**src/rtl/pulse_ts_pkg.sv**
```systemverilog
// Shared defaults and helpers for the pulse timestamp FIFO.
// Pointer width keeps one extra bit to tell full from empty.
package pulse_ts_pkg;

  localparam int TS_W_DEF  = 16;
  localparam int DEPTH_DEF = 8;
  localparam int OVF_W_DEF = 8;

  typedef logic [TS_W_DEF-1:0] ts_t;

  function automatic int ptr_w(input int depth);
    return $clog2(depth) + 1;
  endfunction

endpackage

```
**src/rtl/sync_fifo.sv**
```systemverilog
// Single-clock first-word-fall-through FIFO.
// Head entry is a direct read of registered storage.
module sync_fifo
  import pulse_ts_pkg::*;
#(
  parameter  int WIDTH = TS_W_DEF,
  parameter  int DEPTH = DEPTH_DEF,
  localparam int AW    = $clog2(DEPTH),
  localparam int PW    = ptr_w(DEPTH)
) (
  input  logic             clk,
  input  logic             rst_n,
  input  logic             push,
  input  logic             pop,
  input  logic [WIDTH-1:0] wdata,
  output logic [WIDTH-1:0] rdata,
  output logic             full,
  output logic             empty,
  output logic [PW-1:0]    level
);

  logic [WIDTH-1:0] mem [DEPTH];
  logic [PW-1:0]    wr_ptr;
  logic [PW-1:0]    rd_ptr;
  logic             do_push;
  logic             do_pop;

  assign empty = (wr_ptr == rd_ptr);
  assign full  = (wr_ptr[AW] != rd_ptr[AW]) &&
                 (wr_ptr[AW-1:0] == rd_ptr[AW-1:0]);
  assign level = wr_ptr - rd_ptr;
  assign rdata = mem[rd_ptr[AW-1:0]];

  assign do_pop  = pop && !empty;
  // A pop frees the slot the push is about to take.
  assign do_push = push && (!full || do_pop);

  always_ff @(posedge clk or negedge rst_n) begin
    if (!rst_n) begin
      wr_ptr <= '0;
      rd_ptr <= '0;
      for (int i = 0; i < DEPTH; i++) begin
        mem[i] <= '0;
      end
    end else begin
      if (do_push) begin
        mem[wr_ptr[AW-1:0]] <= wdata;
        wr_ptr <= wr_ptr + PW'(1);
      end
      if (do_pop) begin
        rd_ptr <= rd_ptr + PW'(1);
      end
    end
  end

endmodule

```
**src/rtl/pulse_timestamp_fifo.sv**
```systemverilog
// Captures a free-running cycle count on each pulse and queues it.
// Dropped pulses are counted in a saturating counter with sticky flag.
module pulse_timestamp_fifo
  import pulse_ts_pkg::*;
#(
  parameter int TS_W  = TS_W_DEF,
  parameter int DEPTH = DEPTH_DEF,
  parameter int OVF_W = OVF_W_DEF
) (
  input  logic                      fast_clk,
  input  logic                      rst_n,
  input  logic                      pulse_in,
  output logic                      ts_valid,
  input  logic                      ts_ready,
  output logic [TS_W-1:0]           ts_data,
  output logic [ptr_w(DEPTH)-1:0]   ts_level,
  input  logic                      clear_ovf,
  output logic [OVF_W-1:0]          overflow_cnt,
  output logic                      overflow
);

  logic [TS_W-1:0] ts_cnt;
  logic            full;
  logic            empty;
  logic            pop;
  logic            push;
  logic            drop;

  assign ts_valid = !empty;
  assign pop      = !empty && ts_ready;
  assign push     = pulse_in && (!full || pop);
  assign drop     = pulse_in && full && !pop;

  always_ff @(posedge fast_clk or negedge rst_n) begin
    if (!rst_n) begin
      ts_cnt <= '0;
    end else begin
      ts_cnt <= ts_cnt + TS_W'(1);
    end
  end

  // A drop coinciding with a clear leaves exactly that one drop counted.
  always_ff @(posedge fast_clk or negedge rst_n) begin
    if (!rst_n) begin
      overflow_cnt <= '0;
      overflow     <= 1'b0;
    end else if (drop) begin
      overflow <= 1'b1;
      if (clear_ovf) begin
        overflow_cnt <= OVF_W'(1);
      end else if (~&overflow_cnt) begin
        overflow_cnt <= overflow_cnt + OVF_W'(1);
      end
    end else if (clear_ovf) begin
      overflow_cnt <= '0;
      overflow     <= 1'b0;
    end
  end

  sync_fifo #(
    .WIDTH (TS_W),
    .DEPTH (DEPTH)
  ) u_fifo (
    .clk   (fast_clk),
    .rst_n (rst_n),
    .push  (push),
    .pop   (pop),
    .wdata (ts_cnt),
    .rdata (ts_data),
    .full  (full),
    .empty (empty),
    .level (ts_level)
  );

endmodule

```
**config.mk**
```make
export PLATFORM = sky130hd
export DESIGN_NAME = pulse_timestamp_fifo
export DESIGN_NICKNAME = d
export VERILOG_FILES = /design/src/rtl/pulse_ts_pkg.sv /design/src/rtl/sync_fifo.sv /design/src/rtl/pulse_timestamp_fifo.sv
export SDC_FILE = /design/constraint.sdc
export NUM_CORES = 1
export LEC_CHECK = 0
export ABC_AREA = 0
export CAP_MARGIN = 20
export CORE_MARGIN = 2
export CORE_UTILIZATION = 54
export CTS_CLUSTER_DIAMETER = 60
export DETAILED_ROUTE_END_ITERATION = 12
export PLACE_DENSITY = 0.73
export SYNTH_ARGS = -nofsm -noshare
export SYNTH_HDL_FRONTEND = slang
export SYNTH_SLANG_ARGS = --single-unit
```
**constraint.sdc**
```tcl
create_clock -name fast_clk -period 2.9 [get_ports fast_clk]
set_clock_uncertainty 0.05 [all_clocks]
set_input_delay 0.58 -clock fast_clk [delete_from_list [all_inputs] [get_ports fast_clk]]
set_output_delay 0.58 -clock fast_clk [all_outputs]
set_load 0.01 [all_outputs]
```
## Word level (Yosys, flattened, before mapping)

Index checks and enable logic that the tools add are counted.

| word-level totals | value |
|---|---|
| input port bits | 5 |
| output and inout bits | 30 |
| bits in registers | 161 |

| operators by class | value |
|---|---|
| multiplexer cells | 12 |
| equal/unequal tests | 4 |
| magnitude comparators | 3 |
| add/subtract/negate cells | 5 |
| bitwise operators | 2 |
| reductions and logical operators | 16 |

Operators with widths:

| operator | count |
|---|---|
| 128-bit bitwise mux | 1 |
| 16-bit binary-select mux with 3-bit select | 1 |
| 16-bit demux with 3-bit select | 1 |
| 16-bit two-way mux | 3 |
| 8-bit two-way mux | 4 |
| 16-bit by 1-bit adder with 16-bit output (second input constant) | 1 |
| 4-bit by 1-bit adder with 4-bit output (second input constant) | 2 |
| 8-bit by 1-bit adder with 8-bit output (second input constant) | 1 |
| 4-bit greater-or-equal comparator (second input constant) | 2 |
| 1-bit logical AND | 8 |
| 3-bit inverter with 4-bit output | 2 |
| 8-bit AND reduction | 1 |
| 4-bit == test | 1 |
| 4-bit by 1-bit < comparator with 1-bit output (second input constant) | 1 |
| 4-bit subtractor | 1 |
| 3-bit == test | 1 |
| 1-bit logical NOT | 3 |
| 1-bit logical OR | 2 |
| 1-bit two-way mux | 2 |
| 2-bit != test (second input constant) | 1 |
| 2-bit AND reduction | 1 |
| 2-bit nonzero test | 1 |
| 1-bit != test | 1 |

## Depth between registers and ports, before layout

Gate-level depths: netlist of the first run.

| depth | value |
|---|---|
| depth after elaboration | 7 |
| gate-level depth with buffers | 11 |
| mapped depth without buffers | 6 |

## Hierarchy

A second synthesis of the first run with hierarchy kept.

| unflattened totals | value |
|---|---|
| cell total of the unflattened synthesis | 521 |
| area total of the unflattened synthesis | 7,586.0 um^2 |

By module, submodules not included:

| module | times used | area an instance (um^2) | cells each | sequential area each (um^2) |
|---|---|---|---|---|
| sync_fifo | 1 | 6,401.1 | 419 | 3,403.3 |
| pulse_timestamp_fifo | 1 | 1,184.9 | 102 | 625.6 |

## Worst setup path before layout of the first run

No wires, ideal clock.

| timing path | value |
|---|---|
| path type | register to register |
| start | register u_fifo.rd_ptr[2] |
| end | register u_fifo.mem[22] in the netlist's numbering |
| data required time | 2.725 ns |
| cell stages (with the launch flop) | 11 |
| path slack | -0.042 ns |
| setup time | 0.125 ns |
| arrival | 2.767 ns |
| path through | dfrtp_1 -> clkbuf_1 -> clkinv_1 -> clkbuf_1 -> ha_1 -> nand3_1 -> nor3_1 -> or3_1 -> buf_2 -> buf_2 -> mux2_2 |

| between the ends | value |
|---|---|
| cells in the longest elaborated chain, start to end | 6 |

RTL lines:

| item | line | RTL |
|---|---|---|
| from (decl) | sync_fifo.sv:24 | `logic [PW-1:0] rd_ptr;` |
| from (signal assigned) | sync_fifo.sv:51 | `rd_ptr <= rd_ptr + PW'(1);` |
| 4-bit == test or 3-bit == test (tied branches) | sync_fifo.sv:28, sync_fifo.sv:30 |  |
| 1-bit logical NOT or 1-bit logical AND (tied branches) | sync_fifo.sv:34, pulse_timestamp_fifo.sv:30, sync_fifo.sv:29 |  |
| 1-bit logical AND or 1-bit logical NOT (tied branches) | pulse_timestamp_fifo.sv:30, sync_fifo.sv:36, pulse_timestamp_fifo.sv:31 |  |
| 1-bit logical OR or 1-bit logical AND (tied branches) | pulse_timestamp_fifo.sv:31, sync_fifo.sv:34 |  |
| 1-bit logical AND or 1-bit logical OR (tied branches) | pulse_timestamp_fifo.sv:31, sync_fifo.sv:36 |  |
| 1-bit logical AND * | sync_fifo.sv:36 | `assign do_push = push && (!full \|\| do_pop);` |
| to (signal, indexed assignment) | sync_fifo.sv:47 | `mem[wr_ptr[AW-1:0]] <= wdata;` |
| to (decl) | sync_fifo.sv:22 | `logic [WIDTH-1:0] mem [DEPTH];` |

Every way passes the cells marked *; elsewhere a longest branch is shown, timed or not.
A chain may end at the register's enable or synchronous reset.

## Worst setup path in the final report of the first run

| timing path | value |
|---|---|
| start | register u_fifo.rd_ptr[0] |
| end | output ts_data[15] |

| between the ends | value |
|---|---|
| cells in the longest elaborated chain, start to end | 4 |

RTL lines:

| item | line | RTL |
|---|---|---|
| 3-bit inverter with 4-bit output (implied by the code) | sync_fifo.sv:32 | `assign rdata = mem[rd_ptr[AW-1:0]];` |
| 16-bit binary-select mux with 3-bit select | sync_fifo.sv:32 |  |
| 16-bit two-way mux (implied by the code) (2 in series) | sync_fifo.sv:32 |  |
| to (decl) | pulse_timestamp_fifo.sv:15 | `output logic [TS_W-1:0] ts_data,` |

No other way between the ends. The select of a mux whose other input is x is not followed.

==> results of run 1 <==
[worst register-to-register path, stage by stage, from the launching register on]
cell     delay [ns]
dfrtp_2        0.47
ha_1           0.35
nand3_1        0.14
nor3_1         0.08
nor3_2         0.70
buf_4          0.34
mux2_2         0.37
[final timing paths]
path | startpoint | to
worst min-delay path | rst_n | ts_cnt[0]
max in group asynchronous | rst_n | u_fifo.mem[56]
worst max-delay path | u_fifo.rd_ptr[0] | ts_data[15]
worst min register to register | u_fifo.wr_ptr[3] | u_fifo.wr_ptr[3]
worst max register to register | u_fifo.wr_ptr[1] | u_fifo.mem[60]
min in group fast_clk | u_fifo.wr_ptr[3] | u_fifo.wr_ptr[3]
[cell usage after synthesis (3+ instances only)]
master and n:
nand4_1 5, nor3_1 3, or3_1 6, clkbuf_1 26, and3_1 6, nor2_1 5, nand2_1 58, ha_1 7
nand3_1 16, inv_1 11, xor2_1 5, a21oi_1 6, xnor2_1 18, o21ai_0 8, dfrtp_1 161, buf_1 3
mux2_2 125, buf_2 14, mux4_2 32, mux2_1 5
[flip-flops by register name (all words and copies together) (netlist names)]
register,cells
overflow_cnt,8
ts_cnt,16
u_fifo.mem,128
u_fifo.wr_ptr,4
overflow,1
u_fifo.rd_ptr,4
[area by class of cell]
type                    count  share of cell area
repair buffers             58              0.0736
clock buffers              27              0.0614
inverters                  12             0.00519
well taps                 176              0.0254
clock inverters             4             0.00807
multi-input cells         324               0.362
flip-flops and latches    161               0.464
[repair_timing]
action / 4_1_cts / 5_1_grt
buffers inserted: 1 / 5
resized for setup: 16 / 2
pin swaps: 0 / 0
cloned: 1 / 0
hold buffers: 0 / 0
endpoints found under the setup margin: 17 / 5
[routing by layer]
layer | vias to the layer above | GRT usage
met5 | - | 0
met4 | 0 | 0.0843
met3 | 19 | 0.0404
met2 | 87 | 0.367
met1 | 2382 | 0.335
li1 | 2000 | -
[stage by stage]
| step | cells | area, um2 |
|---|---|---|
| final | 762 | 8690 |
| after global routing | 762 | 8690 |
| after CTS | 757 | 8640 |
| after detailed placement | 724 | 8020 |
| after global placement | 724 | 8020 |
| after floorplan | 541 | 7410 |
[cells by family (layout without fill, tap and decap cells)]
family	count (synthesis)	in the layout	synth area share
compound gates	21	21	0.0172
xor+xnor	23	23	0.0272
fa+ha+maj	8	8	0.0145
buf+inv	56	101	0.0313
flops	161	161	0.544
mux	162	162	0.295
simple gates	110	110	0.0708
[report_power, final]
| group | switching (W) | internal [W] | leakage, nW |
|---|---|---|---|
| combinational | 0.00129 | 0.00148 | 1.66 |
| sequential | 0.000261 | 0.00265 | 2.11 |
| clock | 0.000843 | 0.00142 | 0.299 |
==> Flow_metrics.wiki, run 1 <==
{| class="wikitable"
! Metric !! Value
|-
| Placer congestion estimate || 0.813
|-
| Via-per-instance ratio || 5.89
|-
| Post-detail-place hpwl || 9180 um
|-
| Routed wire length on met3 || 503 um
|-
| Largest fanout on the critical path || 18
|-
| Fin crit period || 2.82 ns
|-
| Cell types with the largest area share after synthesis || dfrtp_1 54%, mux2_2 19%, mux4_2 9.7%
|-
| Metal1 wirelength || 7290 um
|-
| Die extent in x || 121 um
|-
| PD cells || 915 mW/mm2
|-
| Post-synth EDFFs || 0
|-
| Clock sink total || 161
|-
| Clock tree from TritonCTS || built
|-
| Cell repeated most along the worst path || nand2_1
|-
| TritonRoute pass-1 iters || 4
|-
| Footprint of the flip-flops and latches || 0.00403 mm2
|-
| First-pass GRT wire length || 25600 um
|-
| Synthesis warning total || 0
|-
| Run status || finished clean
|-
| Total negative slack || 0 ns
|-
| Layout cell share with drive strength beyond 1 || 0.367
|-
| Height of the die || 121 um
|-
| CP Buf/Inv Count || 3
|-
| Die area || 0.0147 mm2
|-
| Number of nets in the layout || 587
|-
| Remaining design rule violation count || 0
|-
| Fill cell instance count of the final layout || 937
|-
| Cell taking the most area after synthesis || dfrtp_1
|-
| Antenna Cells || 0
|-
| Number of maximum-capacitance violations || 0
|-
| Largest buffer count on any clock path || 2
|-
| R2R setup slack || 0.29 ns
|-
| Worst vdd ir || 0.000478 V
|-
| Crit path kind || flip-flop to primary output
|-
| Fraction of registers with async set or reset after synthesis || 1.00
|-
| Worst Tran Pin Value || 0.841 ns
|-
| Category of the worst setup path capture point || primary output
|-
| Stages on worst setup path || 6
|-
| Final hold slack || 0.118 ns
|-
| Initial antenna violation count || 0
|-
| Initial Utilization || 0.557
|-
| CTS buffer count || 17
|-
| Worst setup slack before clock tree synthesis || 0.0670 ns
|-
| Static leakage power || 4.07 nW
|-
| Design Power || 0.00795 W
|-
| Post-detailed-route count of antenna-violating nets || 0
|-
| Number of cells traversed by the worst register-to-register path || 6
|-
| H-tree level count || 4
|-
| Worst Setup Start Kind || flip-flop
|-
| Synthesized flop and latch total || 161
|-
| Most frequent cells in the layout || 158 x dfrtp_1, 125 x mux2_2, 58 x nand2_1, 32 x mux4_2
|-
| Number of standard cells after synthesis || 541
|-
| Overall track demand over capacity in global routing || 0.235
|-
| Post-Synthesis Net Count || 554
|-
| CP delay by family, top || buffers and inverters
|-
| Distinct cells, synth || 35
|-
| Pins Over Slew Limit || 0
|-
| Worst endpoint data arrival time || 2.19 ns
|-
| Detailed-route wire length per cell || 20.7 um
|-
| Path category of the worst min-delay check || input port to async pin
|-
| Met2 layer wire length in the routed design || 7770 um
|-
| Avg Cell Area, Syn || 13.7 um2
|-
| Rel. slew slack || 0.436
|-
| Uppermost layer routed || met4
|-
| Global route overflow || 0
|-
| Final Routed Wirelength || 15800 um
|-
| Clock tree root buffer cell || clkbuf_16
|-
| Synthesized cell area || 0.00741 mm2
|-
| Worst-path clk slew || 0.06 ns
|-
| Starting DRT DRC Count || 314
|-
| Area added between synthesis and finish || 17.3%
|-
| Area share of the largest cell type after synthesis || 0.544
|-
| Area of combinational cells with multiple inputs || 0.00315 mm2
|-
| Port-buffer cells || 34
|-
| Final setup slack of the worst path || 0.0765 ns
|-
| Final cell utilization of the core || 0.653
|-
| Site row count || 42
|-
| Sequential fraction of the synthesis area || 0.544
|-
| Endpoints failing setup || 0
|-
| Slowest library cell on the worst path || mux4_2
|-
| Data required time of the critical path || 2.27 ns
|-
| Critical Path, Cell by Cell || buf_4 > buf_12 > mux4_2 > nand2_1 > nand2_1 > dlygate4sd2_1
|-
| Final number of hold-violating endpoints || 0
|-
| Via count of the first global-routing pass || 4609
|-
| Ys flop type || dfrtp_1
|-
| Placeable core region || 0.0133 mm2
|-
| Period Utilization, post-route || 0.974
|-
| Commonest non-fill, non-tap cell in the layout || dfrtp_1
|-
| Stage delay of the slowest cell on the critical path || 0.53 ns
|-
| Largest net degree at the start of global routing || 72
|-
| Clk_lat worst skew || 0.42 ns
|-
| Upper clock frequency limit || 354 MHz
|-
| Total via count in the routed design || 4488
|-
| Total I/O pin count || 35
|}
Note: power is estimated with default switching activity, not from simulation.
==> inputs of run 2 (changes only) <==
--- a/config.mk
+++ b/config.mk
@@ -8,10 +8,11 @@
 export ABC_AREA = 0
 export CAP_MARGIN = 20
 export CORE_MARGIN = 2
-export CORE_UTILIZATION = 54
+export CORE_UTILIZATION = 40
 export CTS_CLUSTER_DIAMETER = 60
+export CTS_CLUSTER_SIZE = 8
 export DETAILED_ROUTE_END_ITERATION = 12
-export PLACE_DENSITY = 0.73
+export PLACE_DENSITY = 0.57
 export SYNTH_ARGS = -nofsm -noshare
 export SYNTH_HDL_FRONTEND = slang
 export SYNTH_SLANG_ARGS = --single-unit
==> run 2 against run 1 <==
Net effect:
- the run now ends with design-rule violations, negative setup slack left
- clock power grew 3%
- combinational power is essentially flat
- highest routed layer unchanged
- die area grew 34%
- critical path depth shrank 1
- worst setup slack lost 0.11 ns
- global-route usage shrank 6.2 points
- register-to-register slack lost 0.14 ns
- maximum frequency shrank 3.9%
- utilization shrank 17 points
- final cell count grew 6.7%
- worst hold slack lost 0.023 ns
==> Flow_metrics.wiki, run 2 (synthesized netlist as in run 1, its figures left out) <==
{| class="wikitable"
! Metric !! Value
|-
| Run status || finished with violations
|-
| Violations in the final reports || design-rule violations, negative setup slack
|-
| Max reg flops || 128
|-
| Area added between synthesis and finish || 18.3%
|-
| Worst-path clk slew || 0.06 ns
|-
| Total I/O pin count || 35
|-
| Pins Over Slew Limit || 0
|-
| Upper clock frequency limit || 340 MHz
|-
| Detailed-route wire length per cell || 19.5 um
|-
| TritonRoute pass-1 iters || 9
|-
| Initial Utilization || 0.409
|-
| Final setup slack of the worst path || -0.0373 ns
|-
| Fin crit period || 2.94 ns
|-
| Via-per-instance ratio || 5.36
|-
| Switching part of the total || 0.303
|-
| Clock sink total || 161
|-
| Post-detailed-route count of antenna-violating nets || 0
|-
| Worst Tran Pin Value || 0.623 ns
|-
| CTS buffer count || 17
|-
| Commonest non-fill, non-tap cell in the layout || dfrtp_1
|-
| Initial antenna violation count || 0
|-
| Worst Setup Start Kind || flip-flop
|-
| Clock tree from TritonCTS || built
|-
| Endpoints failing setup || 3
|-
| Top reg by flops || u_fifo.mem
|-
| Final Routed Wirelength || 15900 um
|-
| Post-detail-place hpwl || 9460 um
|-
| Starting DRT DRC Count || 287
|-
| Unrepaired setup endpoints after global routing || yes
|-
| Layout cell share with drive strength beyond 1 || 0.368
|-
| Period Utilization, post-route || 1.01
|-
| Logic gate share of total power || 0.346
|-
| Rel. slew slack || 0.581
|-
| Via count of the first global-routing pass || 4537
|-
| Worst endpoint data arrival time || 2.31 ns
|-
| Port-buffer cells || 34
|-
| Die extent in x || 140 um
|-
| Worst vdd ir || 0.000425 V
|-
| Static leakage power || 4.08 nW
|-
| Number of maximum-capacitance violations || 0
|-
| H-tree level count || 4
|-
| First-pass GRT wire length || 25700 um
|-
| Number of nets in the layout || 584
|-
| Die area || 0.0196 mm2
|-
| Placeable core region || 0.0181 mm2
|-
| Largest net degree at the start of global routing || 76
|-
| Regs by FF count || u_fifo.mem x128, ts_cnt x16, overflow_cnt x8
|-
| Path category of the worst min-delay check || input port to async pin
|-
| Part of the power in registers || 0.363
|-
| Clk_lat worst skew || 0.41 ns
|-
| Final number of hold-violating endpoints || 0
|-
| Data required time of the critical path || 2.27 ns
|-
| NetSw || 0.00242 W
|-
| Largest fanout on the critical path || 10
|-
| Antenna Cells || 0
|-
| Most frequent cells in the layout || 158 x dfrtp_1, 125 x mux2_2, 58 x nand2_1, 32 x mux4_2, 21 x clkdlybuf4s50_1
|-
| Placer congestion estimate || 0.732
|-
| Overall track demand over capacity in global routing || 0.173
|-
| Largest buffer count on any clock path || 2
|-
| Clock share of power || 0.291
|-
| Clock tree root buffer cell || clkbuf_16
|-
| Total negative slack || -0.0760 ns
|-
| Site row count || 49
|-
| Category of the worst setup path capture point || primary output
|-
| Height of the die || 140 um
|-
| Int Power || 0.00557 W
|-
| Final cell utilization of the core || 0.485
|-
| Total via count in the routed design || 4358
|-
| Global route overflow || 0
|-
| Remaining design rule violation count || 6
|-
| Crit path kind || flip-flop to primary output
|-
| PD cells || 913 mW/mm2
|}
run 2: area by class of cell:
type                    instances  area [um2]
well taps                     229         287
clock buffers                  19         433
inverters                      12        45.0
fillers                      1573        9320
repair buffers                 55         636
clock inverters                13         185
flip-flops and latches        161        4030
multi-input cells             324        3150
run 2: path summary, 6_finish.rpt:
| kind | slack [ns] | cells after the start | to | from |
|---|---|---|---|---|
| max | -0.04 | 5 | ts_data[1] | u_fifo.rd_ptr[0] |
| min | 0.1 | 1 | u_fifo.rd_ptr[1] | rst_n |
| max in group asynchronous | 1.86 | 2 | u_fifo.mem[126] | rst_n |
| min reg2reg | 0.44 | 1 | u_fifo.mem[120] | u_fifo.mem[120] |
| min in group fast_clk | 0.44 | 1 | u_fifo.mem[120] | u_fifo.mem[120] |
| max reg2reg | 0.15 | 8 | u_fifo.mem[29] | u_fifo.rd_ptr[0] |
run 2: metal layers:
metal | part of all wire | wire [um] | GRT usage
met1 | 0.48 | 7610 | 0.242
met2 | 0.48 | 7620 | 0.277
met3 | 0.028 | 447 | 0.0291
met4 | 0.013 | 208 | 0.0585
met5 | 0 | 0 | 0
run 2: timing repair:
item	CTS	global route
endpoints found under the setup margin	18	13
setup buffers	1	2
resized for setup	9	9
endpoints found under the hold margin	0	0
hold buffers	0	0
cloned	1	0
run 2: power by group through the flow:
| stage | registers (W) | clock network, W | logic [W] |
|---|---|---|---|
| detailed placement | 0.00294 | 0 | 0.00279 |
| global route | 0.00296 | 0.00249 | 0.00300 |
| global placement | 0.00291 | 0 | 0.00274 |
| finish | 0.00291 | 0.00233 | 0.00277 |
| CTS | 0.00291 | 0.00239 | 0.00282 |
| floorplan | 0.00284 | 0 | 0.00178 |
run 2: worst max-delay path, stage by stage (launching register included):
cell and delay, ns:
dfrtp_2 0.45, bufbuf_16 0.32, mux4_2 0.50, nand2_1 0.09, nand2_1 0.05, clkdlybuf4s50_1 0.47
run 2: metrics by stage:
step	worst slack (ns)	instances	cell area, um2	hold slack, ns	power (W)
floorplan	0.0214	541	7410	0.234	0.00463
global placement	0.252	777	8080	0.412	0.00565
detailed placement	0.201	777	8080	0.427	0.00574
CTS	-0.0928	811	8730	0.102	0.00812
global route	-0.112	813	8760	0.131	0.00845
finish	-0.0373	813	8760	0.0952	0.00800
==> inputs of run 3 (changes only) <==
--- a/config.mk
+++ b/config.mk
@@ -12,6 +12,7 @@
 export CTS_CLUSTER_DIAMETER = 60
 export CTS_CLUSTER_SIZE = 8
 export DETAILED_ROUTE_END_ITERATION = 12
+export HOLD_SLACK_MARGIN = 0.06
 export PLACE_DENSITY = 0.57
 export SYNTH_ARGS = -nofsm -noshare
 export SYNTH_HDL_FRONTEND = slang
==> results of run 3 <==
The final DEF is identical to that of run 2; final timing and power are the same.
